<file path="config.mk">
export PLATFORM = sky130hd
export DESIGN_NAME = fft_scheduler_flat
export DESIGN_NICKNAME = d
export VERILOG_FILES = /design/src/rtl/fft_pkg.sv /design/src/rtl/fft_scheduler_if.sv /design/src/rtl/fft_sample_ram.sv /design/src/rtl/fft_scheduler.sv /design/src/flat_wrapper.sv
export SDC_FILE = /design/constraint.sdc
export NUM_CORES = 1
export LEC_CHECK = 0
export CAP_MARGIN = 20
export CORE_MARGIN = 1
export CORE_UTILIZATION = 30
export CTS_BUF_LIST = sky130_fd_sc_hd__clkbuf_8
export CTS_CLUSTER_SIZE = 40
export DETAILED_ROUTE_END_ITERATION = 10
export GPL_TIMING_DRIVEN = 0
export PLACE_DENSITY = 0.51
export RECOVER_POWER = 50
export SYNTH_ARGS = -nofsm -noshare
export SYNTH_HDL_FRONTEND = slang
export SYNTH_SLANG_ARGS = --single-unit
export TNS_END_PERCENT = 10
</file>
<file path="constraint.sdc">
create_clock -name clk -period 5 [get_ports clk]
set_clock_uncertainty 0.2 [all_clocks]
set_input_delay 0.5 -clock clk [delete_from_list [all_inputs] [get_ports clk]]
set_output_delay 0.5 -clock clk [all_outputs]
set_load 0.05 [all_outputs]
</file>
<file path="src/rtl/fft_pkg.sv">
// Shared types and address helpers for the 8-point radix-2 DIT FFT scheduler.
// Provides the scheduler state encoding, 3-bit bit reversal, and the
// per-stage top/bottom/twiddle address functions for butterfly j of stage s.
package fft_pkg;

    localparam int N     = 8;
    localparam int LOG2N = 3;

    typedef enum logic [1:0] {
        ST_LOAD,
        ST_ISSUE,
        ST_WAIT,
        ST_READOUT
    } sched_state_t;

    function automatic logic [LOG2N-1:0] bitrev3(input logic [LOG2N-1:0] x);
        return {x[0], x[1], x[2]};
    endfunction

    // top = ((j >> s) << (s + 1)) + (j & (span - 1)), span = 1 << s
    function automatic logic [LOG2N-1:0] top_addr(input logic [1:0] s, input logic [1:0] j);
        case (s)
            2'd0:    return {j, 1'b0};
            2'd1:    return {j[1], 1'b0, j[0]};
            default: return {1'b0, j};
        endcase
    endfunction

    // top never has the span bit set, so OR is the same as adding span
    function automatic logic [LOG2N-1:0] bot_addr(input logic [1:0] s, input logic [1:0] j);
        return top_addr(s, j) | (3'b001 << s);
    endfunction

    // tw = (j & (span - 1)) << (2 - s)
    function automatic logic [LOG2N-1:0] tw_idx(input logic [1:0] s, input logic [1:0] j);
        case (s)
            2'd0:    return 3'd0;
            2'd1:    return {1'b0, j[0], 1'b0};
            default: return {1'b0, j};
        endcase
    endfunction

endpackage

</file>
<file path="src/rtl/fft_scheduler_if.sv">
// Butterfly-unit link: operand handshake (valid/ready) plus the one-cycle
// result return.
//   master (scheduler): drives bf_valid, operands, bf_tw_idx; receives
//                       bf_ready and the res_* pulse.
//   slave  (butterfly): the mirror image.
interface fft_scheduler_if #(
    parameter int DW = 8
);
    logic                 bf_valid;
    logic                 bf_ready;
    logic signed [DW-1:0] bf_a_r;
    logic signed [DW-1:0] bf_a_i;
    logic signed [DW-1:0] bf_b_r;
    logic signed [DW-1:0] bf_b_i;
    logic [2:0]           bf_tw_idx;
    logic                 res_valid;
    logic signed [DW-1:0] res_yr;
    logic signed [DW-1:0] res_yi;
    logic signed [DW-1:0] res_zr;
    logic signed [DW-1:0] res_zi;

    modport master (
        output bf_valid, bf_a_r, bf_a_i, bf_b_r, bf_b_i, bf_tw_idx,
        input  bf_ready, res_valid, res_yr, res_yi, res_zr, res_zi
    );

    modport slave (
        input  bf_valid, bf_a_r, bf_a_i, bf_b_r, bf_b_i, bf_tw_idx,
        output bf_ready, res_valid, res_yr, res_yi, res_zr, res_zi
    );
endinterface

</file>
<file path="src/rtl/fft_sample_ram.sv">
// 8-entry complex sample store, entries packed as {re, im}.
//   clk, reset_n  : clock, async active-low clear of all entries
//   i_clr         : synchronous clear of all entries (wins over writes)
//   i_we_a/b, i_wa_addr/i_wb_addr, i_wa_data/i_wb_data : two write ports
//   i_ra_addr/i_rb_addr -> o_ra_data/o_rb_data          : two comb read ports
module fft_sample_ram
    import fft_pkg::*;
#(
    parameter int W = 16
) (
    input  logic             clk,
    input  logic             reset_n,
    input  logic             i_clr,
    input  logic             i_we_a,
    input  logic [LOG2N-1:0] i_wa_addr,
    input  logic [W-1:0]     i_wa_data,
    input  logic             i_we_b,
    input  logic [LOG2N-1:0] i_wb_addr,
    input  logic [W-1:0]     i_wb_data,
    input  logic [LOG2N-1:0] i_ra_addr,
    output logic [W-1:0]     o_ra_data,
    input  logic [LOG2N-1:0] i_rb_addr,
    output logic [W-1:0]     o_rb_data
);

    logic [W-1:0] r_mem [N];

    always_ff @(posedge clk or negedge reset_n) begin
        if (!reset_n) begin
            for (int i = 0; i < N; i++) r_mem[i] <= '0;
        end else if (i_clr) begin
            for (int i = 0; i < N; i++) r_mem[i] <= '0;
        end else begin
            if (i_we_a) r_mem[i_wa_addr] <= i_wa_data;
            if (i_we_b) r_mem[i_wb_addr] <= i_wb_data;
        end
    end

    assign o_ra_data = r_mem[i_ra_addr];
    assign o_rb_data = r_mem[i_rb_addr];

endmodule

</file>
<file path="src/rtl/fft_scheduler.sv">
// 8-point radix-2 DIT FFT sequencer: loads eight real samples in bit-reversed
// order, issues 12 in-place butterflies to an external unit, then shows the
// results one per ready_in rise.
//   clk, reset_n       : clock, async active-low reset
//   ready_in, data_in  : operator strobe and sample value
//   bf                 : butterfly link (master side)
//   done, out_idx, out_re, out_im : readout of X[out_idx]
//
// state      | meaning
// ST_LOAD    | capture a sample on each ready_in rise
// ST_ISSUE   | bf_valid high, operands held until bf_ready
// ST_WAIT    | one butterfly outstanding, waiting for res_valid
// ST_READOUT | done high, X[out_idx] shown, ready_in rise advances
module fft_scheduler
    import fft_pkg::*;
#(
    parameter int DW = 8
) (
    input  logic                 clk,
    input  logic                 reset_n,
    input  logic                 ready_in,
    input  logic signed [DW-1:0] data_in,
    fft_scheduler_if.master      bf,
    output logic                 done,
    output logic [LOG2N-1:0]     out_idx,
    output logic signed [DW-1:0] out_re,
    output logic signed [DW-1:0] out_im
);

    sched_state_t     r_state, w_state_nxt;
    logic [LOG2N-1:0] r_load_cnt, r_out_idx;
    logic [1:0]       r_stage, r_bf_cnt;
    logic             r_rdy_prev;

    logic             w_rise, w_last_bf, w_issue, w_readout;
    logic [LOG2N-1:0] w_top, w_bot, w_tw, w_ra_addr;
    logic             w_clr, w_we_a, w_we_b;
    logic [LOG2N-1:0] w_wa_addr, w_wb_addr;
    logic [2*DW-1:0]  w_wa_data, w_wb_data, w_ra_data, w_rb_data;

    assign w_rise    = ready_in & ~r_rdy_prev;
    assign w_last_bf = (r_stage == 2'd2) && (r_bf_cnt == 2'd3);
    assign w_issue   = (r_state == ST_ISSUE);
    assign w_readout = (r_state == ST_READOUT);
    assign w_top     = top_addr(r_stage, r_bf_cnt);
    assign w_bot     = bot_addr(r_stage, r_bf_cnt);
    assign w_tw      = tw_idx(r_stage, r_bf_cnt);
    // port a serves the top operand while computing and the display afterwards
    assign w_ra_addr = w_readout ? r_out_idx : w_top;

    fft_sample_ram #(.W(2*DW)) u_ram (
        .clk       (clk),
        .reset_n   (reset_n),
        .i_clr     (w_clr),
        .i_we_a    (w_we_a),
        .i_wa_addr (w_wa_addr),
        .i_wa_data (w_wa_data),
        .i_we_b    (w_we_b),
        .i_wb_addr (w_wb_addr),
        .i_wb_data (w_wb_data),
        .i_ra_addr (w_ra_addr),
        .o_ra_data (w_ra_data),
        .i_rb_addr (w_bot),
        .o_rb_data (w_rb_data)
    );

    always_ff @(posedge clk or negedge reset_n) begin
        if (!reset_n) r_state <= ST_LOAD;
        else          r_state <= w_state_nxt;
    end

    always_comb begin
        w_state_nxt = r_state;
        w_clr       = 1'b0;
        w_we_a      = 1'b0;
        w_we_b      = 1'b0;
        w_wa_addr   = '0;
        w_wb_addr   = '0;
        w_wa_data   = '0;
        w_wb_data   = '0;
        case (r_state)
            ST_LOAD: begin
                if (w_rise) begin
                    w_we_a    = 1'b1;
                    w_wa_addr = bitrev3(r_load_cnt);
                    w_wa_data = {data_in, {DW{1'b0}}};
                    if (r_load_cnt == 3'd7) w_state_nxt = ST_ISSUE;
                end
            end
            ST_ISSUE: begin
                if (bf.bf_ready) w_state_nxt = ST_WAIT;
            end
            ST_WAIT: begin
                if (bf.res_valid) begin
                    w_we_a      = 1'b1;
                    w_wa_addr   = w_top;
                    w_wa_data   = {bf.res_yr, bf.res_yi};
                    w_we_b      = 1'b1;
                    w_wb_addr   = w_bot;
                    w_wb_data   = {bf.res_zr, bf.res_zi};
                    w_state_nxt = w_last_bf ? ST_READOUT : ST_ISSUE;
                end
            end
            ST_READOUT: begin
                if (w_rise && (r_out_idx == 3'd7)) begin
                    w_clr       = 1'b1;
                    w_state_nxt = ST_LOAD;
                end
            end
            default: w_state_nxt = ST_LOAD;
        endcase
    end

    always_ff @(posedge clk or negedge reset_n) begin
        if (!reset_n) begin
            r_load_cnt <= '0;
            r_stage    <= '0;
            r_bf_cnt   <= '0;
            r_out_idx  <= '0;
            r_rdy_prev <= 1'b0;
        end else begin
            r_rdy_prev <= ready_in;
            if ((r_state == ST_LOAD) && w_rise) r_load_cnt <= r_load_cnt + 3'd1;
            if (w_clr) r_load_cnt <= '0;
            // counters advance with the write so the next ISSUE addresses fresh data
            if ((r_state == ST_WAIT) && bf.res_valid) begin
                r_bf_cnt <= r_bf_cnt + 2'd1;
                if (r_bf_cnt == 2'd3) r_stage <= (r_stage == 2'd2) ? 2'd0 : r_stage + 2'd1;
            end
            if (w_readout && w_rise) r_out_idx <= r_out_idx + 3'd1;
        end
    end

    assign bf.bf_valid  = w_issue;
    assign bf.bf_a_r    = w_issue ? w_ra_data[2*DW-1:DW] : '0;
    assign bf.bf_a_i    = w_issue ? w_ra_data[DW-1:0]    : '0;
    assign bf.bf_b_r    = w_issue ? w_rb_data[2*DW-1:DW] : '0;
    assign bf.bf_b_i    = w_issue ? w_rb_data[DW-1:0]    : '0;
    assign bf.bf_tw_idx = w_issue ? w_tw : '0;

    assign done    = w_readout;
    assign out_idx = r_out_idx;
    assign out_re  = w_readout ? w_ra_data[2*DW-1:DW] : '0;
    assign out_im  = w_readout ? w_ra_data[DW-1:0]    : '0;

endmodule

</file>
<file path="src/flat_wrapper.sv">
// flat-port wrapper written by rule: the top's interface ports become plain ports
module fft_scheduler_flat import fft_pkg::*;
#(
    parameter int DW = 8
)
  (clk, reset_n, ready_in, data_in, done, out_idx, out_re, out_im, bf_bf_valid, bf_bf_a_r, bf_bf_a_i, bf_bf_b_r, bf_bf_b_i, bf_bf_tw_idx, bf_bf_ready, bf_res_valid, bf_res_yr, bf_res_yi, bf_res_zr, bf_res_zi);
  fft_scheduler_if #(.DW(DW)) bf_i ();
  input  logic clk;
  input  logic reset_n;
  input  logic ready_in;
  input  logic signed [DW-1:0] data_in;
  output logic done;
  output logic [LOG2N-1:0] out_idx;
  output logic signed [DW-1:0] out_re;
  output logic signed [DW-1:0] out_im;
  output wire logic [$bits(bf_i.bf_valid)-1:0] bf_bf_valid;
  output wire logic [$bits(bf_i.bf_a_r)-1:0] bf_bf_a_r;
  output wire logic [$bits(bf_i.bf_a_i)-1:0] bf_bf_a_i;
  output wire logic [$bits(bf_i.bf_b_r)-1:0] bf_bf_b_r;
  output wire logic [$bits(bf_i.bf_b_i)-1:0] bf_bf_b_i;
  output wire logic [$bits(bf_i.bf_tw_idx)-1:0] bf_bf_tw_idx;
  input wire logic [$bits(bf_i.bf_ready)-1:0] bf_bf_ready;
  input wire logic [$bits(bf_i.res_valid)-1:0] bf_res_valid;
  input wire logic [$bits(bf_i.res_yr)-1:0] bf_res_yr;
  input wire logic [$bits(bf_i.res_yi)-1:0] bf_res_yi;
  input wire logic [$bits(bf_i.res_zr)-1:0] bf_res_zr;
  input wire logic [$bits(bf_i.res_zi)-1:0] bf_res_zi;
  assign bf_bf_valid = bf_i.bf_valid;
  assign bf_bf_a_r = bf_i.bf_a_r;
  assign bf_bf_a_i = bf_i.bf_a_i;
  assign bf_bf_b_r = bf_i.bf_b_r;
  assign bf_bf_b_i = bf_i.bf_b_i;
  assign bf_bf_tw_idx = bf_i.bf_tw_idx;
  assign bf_i.bf_ready = bf_bf_ready;
  assign bf_i.res_valid = bf_res_valid;
  assign bf_i.res_yr = bf_res_yr;
  assign bf_i.res_yi = bf_res_yi;
  assign bf_i.res_zr = bf_res_zr;
  assign bf_i.res_zi = bf_res_zi;
  fft_scheduler #(.DW(DW)) u_core (.clk(clk), .reset_n(reset_n), .ready_in(ready_in), .data_in(data_in), .bf(bf_i), .done(done), .out_idx(out_idx), .out_re(out_re), .out_im(out_im));
endmodule
</file>
==> impl_metrics.json <==
{
  "routed_via_density": 6.216,
  "yosysSeqAreaShare_pct": 38.11,
  "crit_type": "flip-flop to output pin",
  "io_buffer_count": 99,
  "clock_latency_ns": 0.49,
  "antenna_found_initial": 1,
  "critPathSlowestCell": "clkbuf_1",
  "min_path_type": "flip-flop to flip-flop",
  "leakagePower_nw": 4.685,
  "synth-edff-count": 0,
  "die_x_um": 177.7,
  "synth_area_um2": 9258,
  "outcome": "finished, violations left",
  "start_kind": "flip-flop",
  "ys_ff_latch": 141,
  "power.density_nw_per_um2": 647.5,
  "critPathCaptureType": "output pin",
  "core_um2": 30030,
  "area_growth_pct": 20.41,
  "syn_nets": 924,
  "drv_cap": 1,
  "crit_chain": "buf_2 -> buf_1 -> a21boi_1 -> clkbuf_1 -> mux4_2 -> a22o_1 -> clkdlybuf4s50_1",
  "rsz0062_at_grt": "true",
  "post_drt_wl_per_cell_um": 29.52,
  "clk_pin_slew_ns": 0.09,
  "dpl.hpwl_mm": 26.94,
  "drtIter0Drc": 1187,
  "finalInstanceArea_um2": 11150,
  "grt_pass1_wl_mm": 59.14,
  "finish.net_count": 1045,
  "crit_arrival_ns": 4.27,
  "place.gp.congestion": 0.9243,
  "clock-root-buffer": "clkbuf_8",
  "grt_start_max_net_pins": 90,
  "overflow": 0,
  "post-route-period-util_pct": 99.49,
  "placementRows": 63,
  "avgSynthCellArea_um2": 10.59,
  "ys_async_sr_fraction_pct": 100.0,
  "finalSetupViolations": 0,
  "crit_path_max_incr_delay_ns": 0.93,
  "synth_cell_types": 62,
  "numCtsBuffers": 17,
  "drc": 0,
  "io_pins": 101,
  "postCtsSetupRepairBufs": 0,
  "diodes": 0,
  "crit_required_ns": 4.30,
  "syn_inst": 874,
  "routed_wl_mm": 41.20,
  "via_count": 8677,
  "tritoncts": "built",
  "dr.pass1.iters": 6,
  "finalHoldViolations": 0,
  "die_h_um": 177.7,
  "yosys_most_used_dff": "dfrtp_1",
  "start_util_pct": 30.83,
  "max_freq_mhz": 201.0,
  "grt_usage_pct": 26.69,
  "yosysWarnings": 0,
  "peakVddDrop_uv": 239.3,
  "tightest_slew_ns": 2.413,
  "clockBufferDepth": 2,
  "fin_crit_ns": 4.974,
  "die-area_um2": 31560,
  "grt_pass1_vias": 8443,
  "place_area_um2": 10790,
  "cts_sinks": 141,
  "htree_levels": 4,
  "critPathMaxFanout": 10,
  "total_power_mw": 7.218,
  "maxSlewHeadroom_pct": -60.84,
  "violations": "capacitance limit, slew limit",
  "drive_gt1_share_pct": 14.91,
  "antenna_left": 0,
  "slew_viol_final": 90
}
[cell usage after synthesis, types with 6 or more instances]
library cell    n  area share [%]
dfrtp_1       141              38
a21oi_1        72             3.9
mux2i_1        72             7.8
mux4_2         64              16
nand2_1        61             2.5
nor2_1         60             2.4
o21ai_0        59             3.2
clkbuf_1       54             2.2
nand4_1        49             3.3
and2_1         25             1.7
buf_2          24             1.3
a22o_1         18             1.7
o311ai_1       18             1.7
nand3_1        17            0.92
o221ai_1       16             1.5
o32ai_1        14             1.3
a22oi_1         8            0.65
o311ai_0        8            0.76
buf_4           7            0.57
o211ai_1        7            0.57
nor2b_1         6            0.41
[layer usage]
layer  vias to the layer above  track usage (%)  part of all wire [%]
met1                      4383            34.76                    40
met4                         4            11.89                   4.1
li1                       3626                -                     -
met5                         -                0                 0.090
met3                       108            7.112                    10
met2                       556            41.37                    46
[what timing repair did]
action,CTS,global route
setup endpoints to repair,0,7
hold buffers,1,0
hold endpoints to repair,88,0
resized for setup,0,4
[critical path: cells and delay by family (launching register included)]
kind                   cells  cell delay (ns)
buffers and inverters      4             2.06
AO/OA/AOI/OAI              2             0.90
multiplexers               1             0.43
flip-flops                 1             0.38
[registers in the layout, indices dropped and copies added, names as in the netlist]
| register | cells |
|---|---|
| u_core.r_rdy_prev | 1 |
| u_core.r_bf_cnt | 2 |
| u_core.u_ram.r_mem | 128 |
| u_core.r_stage | 2 |
| u_core.r_load_cnt | 3 |
| u_core.r_state | 2 |
| u_core.out_idx | 3 |
[cells by family after synthesis]
kind of cell               Yosys count  synth area share [%]
other                                1               0.04051
adders and majority gates            5                0.6758
buffers and inverters              100                 5.082
xor gates and xnor gates             3                0.2839
DFF                                141                 38.11
and+or+nand+nor                    243                 13.81
AOI/OAI and AO/OA                  240                 18.03
muxes                              141                 23.96
[cells in the final DEF (no fill, tap or decap), types with 9 or more instances in the layout]
master,netlist,final
a21oi_1,72,72
a22o_1,18,18
a22oi_1,8,9
and2_1,25,24
buf_2,24,21
clkbuf_1,54,55
clkbuf_8,0,19
clkdlybuf4s50_1,0,93
dfrtp_1,141,141
mux2i_1,72,72
mux4_2,64,64
nand2_1,61,61
nand3_1,17,17
nand4_1,49,50
nor2_1,60,60
o21ai_0,59,59
o221ai_1,16,16
o311ai_1,18,18
o32ai_1,14,14
[where the power goes]
| part | internal (mW) | switching, mW |
|---|---|---|
| logic | 1.74 | 2.43 |
| clock network | 0.615 | 0.506 |
| registers | 1.56 | 0.364 |
| total | 3.91 | 3.31 |
[worst paths after layout]
path,cells past startpoint,endpoint,start,slack [ns]
min,2,u_core.u_ram.r_mem[27]$_DFF_PN0_,u_core.u_ram.r_mem[27]$_DFF_PN0_,0.36
min reg2reg,2,u_core.u_ram.r_mem[27]$_DFF_PN0_,u_core.u_ram.r_mem[27]$_DFF_PN0_,0.36
max,7,bf_bf_b_i[7],u_core.r_stage[1]$_DFFE_PN0P_,0.03
max in group asynchronous,4,u_core.u_ram.r_mem[120]$_DFF_PN0_,reset_n,0.78
max reg2reg,7,u_core.u_ram.r_mem[62]$_DFF_PN0_,u_core.r_state[0]$_DFFE_PN0P_,0.55
min in group asynchronous,3,u_core.u_ram.r_mem[17]$_DFF_PN0_,reset_n,1.33
[through the flow]
stage	setup slack, ns	util, %	setup TNS [ns]	hold slack, ns	instances
2_1_floorplan	1.498	-	0	0.004409	874
3_3_place_gp	-3.102	35.75	-434.97	0.3293	1363
3_5_place_dp	0.6239	35.94	0	0.3364	1365
4_1_cts	0.08420	37.48	0	0.3538	1396
5_1_grt	-0.02500	37.12	-0.04954	0.3962	1396
6_report	0.02572	37.12	0	0.3639	1396
[final cells by class]
cell class / instances / area (µm²)
Sequential cell: 141 / 3528
Clock buffer: 19 / 261.5
Clock inverter: 11 / 191.4
Tap cell: 390 / 488.0
Inverter: 4 / 15.01
Buffer: 96 / 452.9
Multi-Input combinational cell: 633 / 5199
Timing Repair Buffer: 102 / 1011
Fill cell: 3025 / 18890
Power figures use the tool's default switching activity.
